==> config.mk <==
export PLATFORM = sky130hd
export DESIGN_NAME = nios2_oci_dct_packer
export DESIGN_NICKNAME = d
export VERILOG_FILES = /design/src/rtl/nios2_oci_dct_packer.sv
export SDC_FILE = /design/constraint.sdc
export NUM_CORES = 1
export LEC_CHECK = 0
export BUFFER_PORTS_ARGS = -buffer_cell sky130_fd_sc_hd__buf_4
export CAP_MARGIN = 20
export CORE_MARGIN = 2
export CORE_UTILIZATION = 50
export CTS_CLUSTER_DIAMETER = 200
export CTS_CLUSTER_SIZE = 30
export DETAILED_ROUTE_END_ITERATION = 16
export PLACE_DENSITY = 0.77
export SLEW_MARGIN = 15
export SYNTH_ARGS = -nofsm -noshare
export SYNTH_HDL_FRONTEND = slang
export SYNTH_SLANG_ARGS = --single-unit
==> constraint.sdc <==
create_clock -name clk -period 7.3 [get_ports clk]
set_input_delay 0.73 -clock clk [delete_from_list [all_inputs] [get_ports clk]]
set_output_delay 0.73 -clock clk [all_outputs]
set_load 0.01 [all_outputs]
==> src/rtl/nios2_oci_dct_packer.sv <==
// nios2_oci_dct_packer
// Packs 2-bit branch atoms LSB-first into a 30-bit accumulator and hands
// completed frames to a single output register over a valid/ready handshake.
//
// Handshakes:
//   atom side  - an atom transfers on a rising edge where atom_valid_i and
//                atom_ready_o are both high.
//   frame side - a frame transfers on a rising edge where frame_valid_o and
//                frame_ready_i are both high. While frame_valid_o is high the
//                frame contents never change until that transfer happens.
//
// Optional feature macro: DCT_TIMEOUT_FLUSH_EN
//   When defined, a 16-bit idle counter forces a flush of a partial frame
//   after TIMEOUT_CYCLES cycles without acceptance or emit.
//   When undefined, partial frames leave only on flush, test_ending or full.
module nios2_oci_dct_packer #(
    parameter int MAX_ATOMS      = 15,
    parameter int TIMEOUT_CYCLES = 64
) (
    input  logic        clk,
    input  logic        reset,
    input  logic        atom_valid,
    input  logic [1:0]  atom,
    output logic        atom_ready,
    input  logic        flush,
    input  logic        test_ending,
    output logic        frame_valid,
    input  logic        frame_ready,
    output logic [29:0] frame_buffer,
    output logic [3:0]  frame_count,
    output logic [29:0] dct_buffer,
    output logic [3:0]  dct_count,
    output logic        test_has_ended
);

    localparam logic [3:0] MAX_C = 4'(MAX_ATOMS);

    // Accumulator, output frame register and status latches
    logic [29:0] dct_buffer_q, dct_buffer_d;
    logic [3:0]  dct_count_q, dct_count_d;
    logic        frame_valid_q, frame_valid_d;
    logic [29:0] frame_buffer_q, frame_buffer_d;
    logic [3:0]  frame_count_q, frame_count_d;
    logic        ending_q, ending_d;
    logic        flush_pending_q, flush_pending_d;
    logic        has_ended_q, has_ended_d;

    // Combinational helpers
    logic        reg_free;
    logic        held_full;
    logic        accept;
    logic        pack;
    logic        flush_req;
    logic        emit;
    logic        timeout_hit;
    logic        done_now;
    logic [29:0] atom_ext;
    logic [29:0] buf_after;
    logic [3:0]  cnt_after;

    assign reg_free   = !frame_valid_q || frame_ready;
    // Accumulator holding a complete frame because the output register was busy
    assign held_full  = (dct_count_q == MAX_C);
    assign atom_ready = !ending_q && !(held_full && !reg_free);
    assign accept     = atom_valid && atom_ready;
    // Code 00 is consumed by the handshake but never occupies a slot
    assign pack       = accept && (atom != 2'b00);
    assign atom_ext   = {28'd0, atom};
    assign flush_req  = flush_pending_q || flush || test_ending || timeout_hit;

`ifdef DCT_TIMEOUT_FLUSH_EN
    logic [15:0] idle_q, idle_d;

    assign timeout_hit = (idle_q >= 16'(TIMEOUT_CYCLES));

    // Idle counter: counts cycles a partial frame sits untouched
    always_comb begin
        idle_d = idle_q;
        if (accept || emit) begin
            idle_d = 16'd0;
        end else if (dct_count_q != 4'd0 && idle_q != 16'hFFFF) begin
            idle_d = idle_q + 16'd1;
        end
    end

    // Idle counter register
    always_ff @(posedge clk) begin
        if (reset) begin
            idle_q <= 16'd0;
        end else begin
            idle_q <= idle_d;
        end
    end
`else
    assign timeout_hit = 1'b0;
`endif

    // Packing and emit decision: what the accumulator and frame register load next
    always_comb begin
        emit            = 1'b0;
        cnt_after       = dct_count_q;
        buf_after       = dct_buffer_q;
        dct_buffer_d    = dct_buffer_q;
        dct_count_d     = dct_count_q;
        frame_buffer_d  = frame_buffer_q;
        frame_count_d   = frame_count_q;
        flush_pending_d = flush_req;

        if (held_full) begin
            // Full frame waiting on the output register; any atom accepted in
            // the freeing cycle starts the next frame.
            if (reg_free) begin
                emit            = 1'b1;
                frame_buffer_d  = dct_buffer_q;
                frame_count_d   = dct_count_q;
                dct_buffer_d    = pack ? atom_ext : 30'd0;
                dct_count_d     = pack ? 4'd1 : 4'd0;
                flush_pending_d = (flush || test_ending) && pack;
            end
        end else begin
            cnt_after    = dct_count_q + {3'd0, pack};
            buf_after    = pack ? (dct_buffer_q | (atom_ext << {dct_count_q, 1'b0}))
                                : dct_buffer_q;
            dct_buffer_d = buf_after;
            dct_count_d  = cnt_after;
            if (reg_free && (cnt_after == MAX_C || (flush_req && cnt_after != 4'd0))) begin
                emit            = 1'b1;
                frame_buffer_d  = buf_after;
                frame_count_d   = cnt_after;
                dct_buffer_d    = 30'd0;
                dct_count_d     = 4'd0;
                flush_pending_d = 1'b0;
            end else if (flush_req && cnt_after == 4'd0) begin
                flush_pending_d = 1'b0;
            end
        end
    end

    // Output register valid: set on emit, cleared when drained without refill
    always_comb begin
        frame_valid_d = frame_valid_q;
        if (emit) begin
            frame_valid_d = 1'b1;
        end else if (frame_ready) begin
            frame_valid_d = 1'b0;
        end
    end

    // End-of-test tracking: sticky latch and drained status
    assign done_now = ending_q && (dct_count_q == 4'd0) && !frame_valid_q && !flush_pending_q;
    always_comb begin
        ending_d    = ending_q || test_ending;
        has_ended_d = has_ended_q || done_now;
    end

    // State registers
    always_ff @(posedge clk) begin
        if (reset) begin
            dct_buffer_q    <= 30'd0;
            dct_count_q     <= 4'd0;
            frame_valid_q   <= 1'b0;
            frame_buffer_q  <= 30'd0;
            frame_count_q   <= 4'd0;
            ending_q        <= 1'b0;
            flush_pending_q <= 1'b0;
            has_ended_q     <= 1'b0;
        end else begin
            dct_buffer_q    <= dct_buffer_d;
            dct_count_q     <= dct_count_d;
            frame_valid_q   <= frame_valid_d;
            frame_buffer_q  <= frame_buffer_d;
            frame_count_q   <= frame_count_d;
            ending_q        <= ending_d;
            flush_pending_q <= flush_pending_d;
            has_ended_q     <= has_ended_d;
        end
    end

    assign frame_valid    = frame_valid_q;
    assign frame_buffer   = frame_buffer_q;
    assign frame_count    = frame_count_q;
    assign dct_buffer     = dct_buffer_q;
    assign dct_count      = dct_count_q;
    assign test_has_ended = has_ended_q || done_now;

endmodule

==> reports/results.md, run 1 <==
| Quantity | Value |
| --- | --- |
| Slowest cell delay on critical path | 840 ps |
| Worst-Skew Late Latency | 350 ps |
| Number of hold buffers added after cts | 0 |
| Worst endpoint data arrival time | 4340 ps |
| Number of DRC markers in iteration 0 | 162 |
| Buf+Inv Stages, Crit Path | 0 |
| Quantity of I/O buffers inserted on ports | 78 |
| Launching element type of the critical path | flop |
| Residual overflow from global routing | 0 |
| Area of the mapped netlist | 0.002875 sq mm |
| Static leakage | 1.472 nW |
| Area of all sequential standard cells | 0.001441 sq mm |
| Initial core utilization | 51.90% |
| Fraction of final layout cells with drive strength greater than 1 | 24.51% |
| Via density per instance | 5.678 |
| Family with the most delay on the worst path | compound AO/OA/AOI/OAI gates |
| Count of distinct cell types in the synthesized netlist | 46 |
| Actual transition at the worst max-transition pin | 1032 ps |
| Number of synthesis warnings | 0 |
| Routed Antenna Nets | 0 |
| Biggest fanout along the worst timing path | 37 |
| R2r worst-path depth | 11 |
| Max Transition Viols Final | 0 |
| Count of TritonRoute iterations in the first routing pass | 4 |
| Status | completed |
| Worst max-slew margin expressed relative to the limit | 31.21% |
| Multi-input gate area | 0.001338 sq mm |
| Overall via count from detail_route | 2748 |
| Clock Root Buffer | clkbuf_8 |
| Horizontal die dimension | 79.83 um |
| Number of cells on the worst hold path | 2 |
| Total count of hold-check failures in the final report | 0 |
| Synth-to-layout area growth | 26.63% |
| Gate count after technology mapping | 340 |
| Critical-path top delay cell | a31oi_4 |
| Tcrit/Tclk final | 56.31% |
| Antenna violations before repair | 0 |
| Met2 track demand over resource in global routing | 38.99% |
| Number of clock buffers inserted by TritonCTS | 9 |
| Endpoint required time on the critical path | 7530 ps |
| Clock input transition at the sequential cells of the worst setup and hold paths | 70 ps |
| Maximum clock rate | 243.3 MHz |
| Number of post-CTS setup repair buffers | 0 |
| Number of placed cells counting well taps | 468 |
| Syn Area/Cell | 8.457 sq um |
| CTS tree | yes |
| Setup TNS | 0 ps |
| Gp weighted congestion | 0.9058 |
| Worst Hold Class | flop to flop |
| Maximum number of pins on one net before global-route repair | 46 |
| Post-layout instance area | 0.003641 sq mm |
| GR Util met1 | 32.36% |
| Global-route usage over all layers | 24.83% |
| Post-place instance area | 0.003458 sq mm |
| Flip-flop and latch count after synthesis | 72 |
| Routed wire per std cell | 15.44 um |
| Peak ir drop on the vdd network | 0.1282 mV |
| Power per unit of standard cell area | 254.7 mW/mm^2 |
| Number of global-route vias before repair | 2579 |
| Number of diodes added for antenna fixing | 0 |
| Deepest level of the CTS H-tree | 3 |
| Maxcap violations | 0 |
| Met3 GRT Util | 4.525% |
| Core area | 0.005540 sq mm |
| Nets | 417 |
| Final clock skew | 8.297 ps |
| Post-detail-place hpwl | 5.212 mm |
| Global-route wire length before repair | 12.35 mm |
| Residual DRC count | 0 |
| Number of cells on the critical path | 11 |
| Count of clock tree sinks | 72 |
| Post-CTS resize count | 0 |
| Ports placed on the boundary | 79 |
| Chip height | 79.83 um |
| Max Root-Sink Buffers | 2 |
| Share of synthesized area occupied by flip-flops and latches | 50.13% |
| Critical-path cell list | nand4_1 -> nor2_1 -> nor2_1 -> ha_1 -> ha_1 -> xnor2_1 -> and2_1 -> a21o_1 -> a31oi_4 -> nor2_4 -> a22o_1 |
| Worst setup path class | flop to flop |
| Nets in the synthesized netlist | 350 |
| Final standard cell count with taps included and fillers excluded | 484 |
| RSZ-0062 raised after global routing | false |
| Final count of negative-setup-slack endpoints | 0 |
| Site Rows | 27 |
| Layer with the highest usage | met2 |
| Minimum period implied by the final worst setup slack | 4111 ps |
| Aggregate routed wire length | 7.474 mm |
| Die Outline Area | 0.006373 sq mm |
| Fill count | 477 |
| Type of element capturing the critical path | flop |
sequential cells by signal, indices dropped and copies added (netlist names):
| name | cells |
|---|---|
| dct_buffer | 30 |
| dct_count | 4 |
| ending_q | 1 |
| flush_pending_q | 1 |
| frame_buffer | 30 |
| frame_count | 4 |
| frame_valid | 1 |
| has_ended_q | 1 |
per-stage QoR:
step | hold slack, ps | worst slack [ps] | utilization, % | total power (W)
after global routing | 519.7 | 2948 | 65.72 | 0.0009757
after floorplan | 481.3 | 4249 | - | 0.0005743
final | 496.1 | 3189 | 65.72 | 0.0009272
after detailed placement | 490.7 | 3277 | 62.42 | 0.0006502
after global placement | 486.6 | 3397 | 62.42 | 0.0006472
after CTS | 501.5 | 3265 | 65.72 | 0.0009334
cells by family (layout without fill, tap and decap cells):
logic type | count (synthesis) | count (layout) | share of synthesized area, %
and+or+nand+nor | 187 | 187 | 30.68
DFF | 72 | 72 | 50.13
xor gates and xnor gates | 2 | 2 | 0.6093
buffers and inverters | 23 | 95 | 3.351
AOI/OAI and AO/OA | 53 | 53 | 14.01
muxes | 1 | 1 | 0.3481
adders and majority gates | 2 | 2 | 0.8702
cell type report:
type / count / share of cell area (%)
flip-flops and latches: 72 / 39.59
multi-input cells: 245 / 36.74
repair buffers: 78 / 16.08
clock buffers: 11 / 4.158
well taps: 72 / 2.474
clock inverters: 5 / 0.8591
inverters: 1 / 0.1031
layout by cell type (no fill, tap or decap), types with 5 or more instances in the layout:
| cell | instances |
|---|---|
| nand2_1 | 12 |
| a21oi_1 | 14 |
| dfxtp_1 | 72 |
| nor3_1 | 66 |
| buf_4 | 78 |
| clkbuf_8 | 11 |
| a22o_1 | 17 |
| nor4_1 | 7 |
| nand2b_1 | 5 |
| nor2_1 | 75 |
metal layers:
layer | share of wire, % | wire [um]
met5 | 0 | 0
met4 | 2.7 | 205
met3 | 6.7 | 504
met2 | 46 | 3462
met1 | 44 | 3300
synth_stat cells, drive strengths merged:
library cell  instances  share of area, %
o32ai                 1              0.30
a31o                  1              0.30
dfxtp                72                50
nand3b                1              0.26
o211ai                2              0.70
nor2                 77                10
or3                   3              0.65
a21o                  1              0.26
nor4                  7               1.5
xnor2                 1              0.30
a41o                  1              0.35
nor3                 66                11
nand3                 1              0.17
nand4b                2              0.61
clkbuf               12               1.6
a211oi                4               1.0
inv                   1              0.13
o21a                  1              0.26
mux2i                 1              0.35
a22o                 17               5.2
a21oi                15               2.7
xor2                  1              0.30
a311oi                1              0.30
o21ai                 4              0.70
nand4                 1              0.22
or2                   2              0.44
o21bai                1              0.26
nor3b                 2              0.52
a41oi                 1              0.30
buf                  10               1.7
and2                  3              0.65
a31oi                 2              0.96
and3                  1              0.22
a311o                 1              0.35
ha                    2              0.87
nand2                12               1.6
nand2b                5               1.1
nor2b                 4              0.87
report_power, final:
part,internal [W],switching (W),total [W]
clock,0.000141,0.000146,0.000287
combinational,0.0000849,0.000111,0.000196
sequential,0.000425,0.0000190,0.000444
total,0.000651,0.000276,0.000927
final timing paths:
check,slack (ps),start,to
worst min-delay path,500,frame_buffer[19],frame_buffer[19]
worst max register to register,3190,dct_count[3],dct_buffer[8]
worst min register to register,500,frame_buffer[19],frame_buffer[19]
worst max-delay path,3190,dct_count[3],dct_buffer[8]
worst register-to-register path, delay by kind of cell, from the launching register on:
kind,cells,cell delay [ps]
compound gates,3,1390
flops,1,710
simple gates,5,1320
fa+ha+maj,2,410
xor+xnor,1,180
(Power assumes the default switching activity.)
==> run 2, diff against run 1 <==
--- a/config.mk
+++ b/config.mk
@@ -8,11 +8,11 @@
 export BUFFER_PORTS_ARGS = -buffer_cell sky130_fd_sc_hd__buf_4
 export CAP_MARGIN = 20
 export CORE_MARGIN = 2
-export CORE_UTILIZATION = 50
+export CORE_UTILIZATION = 46
 export CTS_CLUSTER_DIAMETER = 200
 export CTS_CLUSTER_SIZE = 30
 export DETAILED_ROUTE_END_ITERATION = 16
-export PLACE_DENSITY = 0.77
+export PLACE_DENSITY = 0.74
 export SLEW_MARGIN = 15
 export SYNTH_ARGS = -nofsm -noshare
 export SYNTH_HDL_FRONTEND = slang
==> constraint.sdc (replaced) <==
create_clock -name clk -period 3.6 [get_ports clk]
set_input_delay 0.36 -clock clk [delete_from_list [all_inputs] [get_ports clk]]
set_output_delay 0.36 -clock clk [all_outputs]
set_load 0.01 [all_outputs]
==> reports/results.md, run 2 (same netlist as run 1, synthesis figures left out) <==
| Quantity | Value |
| --- | --- |
| Maxcap violations | 0 |
| Synth-to-layout area growth | 28.59% |
| Final clock skew | 9.328 ps |
| Worst hold slack after final layout | 253.9 ps |
| Residual overflow from global routing | 0 |
| Final count of negative-setup-slack endpoints | 0 |
| Total count of hold-check failures in the final report | 0 |
| Seq pwr share | 47.7% |
| Routed wire per std cell | 15.30 um |
| Core area | 0.005991 sq mm |
| Internal | 0.001326 W |
| Worst max-slew margin expressed relative to the limit | 54.93% |
| Ports placed on the boundary | 79 |
| Endpoint required time on the critical path | 3890 ps |
| Number of post-CTS setup repair buffers | 0 |
| Max Root-Sink Buffers | 2 |
| Static leakage | 1.507 nW |
| Setup TNS | 0 ps |
| Overall via count from detail_route | 2760 |
| Peak ir drop on the vdd network | 0.3397 mV |
| Horizontal die dimension | 83.06 um |
| Nets | 424 |
| Number of hold buffers added after cts | 0 |
| Number of DRC markers in iteration 0 | 150 |
| Final standard cell count with taps included and fillers excluded | 494 |
| Part of the power in the clock network | 31.0% |
| Switching power | 0.0005681 W |
| Site Rows | 28 |
| Most frequent cells in the layout | buf_4, nor2_1, dfxtp_1 |
| Residual DRC count | 0 |
| Maximum number of pins on one net before global-route repair | 46 |
| Minimum period implied by the final worst setup slack | 3116 ps |
| Quantity of I/O buffers inserted on ports | 78 |
| Source of the worst register-to-register timing path | dct_count[1] |
| RSZ-0062 raised after global routing | false |
| Number of placed cells counting well taps | 478 |
| Die Outline Area | 0.006899 sq mm |
| Deepest level of the CTS H-tree | 3 |
| Worst endpoint data arrival time | 3410 ps |
| Worst Hold Class | input pin to flop |
| Proportion of total power due to net switching | 30.00% |
| Biggest fanout along the worst timing path | 17 |
| Number of global-route vias before repair | 2543 |
| Launching element type of the critical path | flop |
| Combinational group share of total power | 21.4% |
| CTS tree | yes |
| Number of diodes added for antenna fixing | 0 |
| Number of clock buffers inserted by TritonCTS | 9 |
| Start point of the critical path | dct_count[1] |
| Global-route usage over all layers | 22.56% |
| Count of clock tree sinks | 72 |
| Core occupancy in the finished layout | 61.72% |
| Post-CTS resize count | 0 |
| Power per unit of standard cell area | 512.2 mW/mm^2 |
| Launch point of the worst hold path | test_ending |
| Clock input transition at the sequential cells of the worst setup and hold paths | 80 ps |
| Actual transition at the worst max-transition pin | 675.3 ps |
| Status | completed |
| Clock Root Buffer | clkbuf_8 |
| Fill count | 539 |
| Leading cell type in the layout, fill and taps excluded | buf_4 |
| Aggregate routed wire length | 7.556 mm |
| Routed Antenna Nets | 0 |
| Worst setup path class | flop to flop |
| Maximum clock rate | 320.9 MHz |
| Max Transition Viols Final | 0 |
| Chip height | 83.06 um |
| Antenna violations before repair | 0 |
| Global-route wire length before repair | 12.77 mm |
| Initial core utilization | 47.99% |
| Post-detail-place hpwl | 5.415 mm |
| Worst-Skew Late Latency | 350 ps |
| Gp weighted congestion | 0.8958 |
| Count of TritonRoute iterations in the first routing pass | 4 |
| Type of element capturing the critical path | flop |
| Fraction of final layout cells with drive strength greater than 1 | 25.78% |
| Tcrit/Tclk final | 86.56% |
| Via density per instance | 5.587 |
## run 2: final timing paths
path                                         to  slack [ps]  cells after the start
worst max register to register   dct_buffer[28]         480                     11
worst max-delay path             dct_buffer[28]         480                     11
worst min-delay path                   ending_q         250                      3
worst min register to register  frame_buffer[5]         490                      2
## run 2: critical path, cell delays in order (launching register included)
cell and delay, ps:
dfxtp_1 550, nand4_1 180, nor2_1 220, nor2_1 70, ha_1 220, ha_1 200
xnor2_1 270, and2_1 200, a21o_1 220, a21oi_2 140, nor2_2 570, a22o_1 230
## run 2: power by group through the flow
stage                     Combinational (W)  Sequential (W)  Clock, W
after floorplan                    0.000222        0.000943         0
after global placement             0.000401        0.000919         0
after detailed placement           0.000408        0.000921         0
after CTS                          0.000408        0.000903  0.000594
after global routing               0.000450        0.000913  0.000623
final                              0.000404        0.000903  0.000587
## run 2: metrics by stage
step / area, sq um / total power [W] / worst slack, ps
final: 3697 / 0.001894 / 483.9
after global routing: 3697 / 0.001986 / 150.9
after detailed placement: 3515 / 0.001328 / 540.2
after global placement: 3515 / 0.001320 / 674.9
after CTS: 3697 / 0.001904 / 510.8
after floorplan: 2875 / 0.001164 / 619.3
## run 2: area by class of cell
| class | count | area [sq um] | area share [%] |
|---|---|---|---|
| Sequential cell | 72 | 1441 | 38.98 |
| Inverter | 1 | 3.754 | 0.1015 |
| Multi-Input combinational cell | 245 | 1338 | 36.18 |
| Clock inverter | 5 | 31.28 | 0.8460 |
| Clock buffer | 11 | 151.4 | 4.095 |
| Tap cell | 75 | 93.84 | 2.538 |
| Timing Repair Buffer | 85 | 638.1 | 17.26 |
## run 2: metal layers
metal  wire, um  GRT usage [%]  vias to the layer above
met4        122          9.836                        0
met5          0              0                        -
met1       3377          30.83                     1285
met3        508          4.374                       13
met2       3548          34.75                      107
li1           -              -                     1355
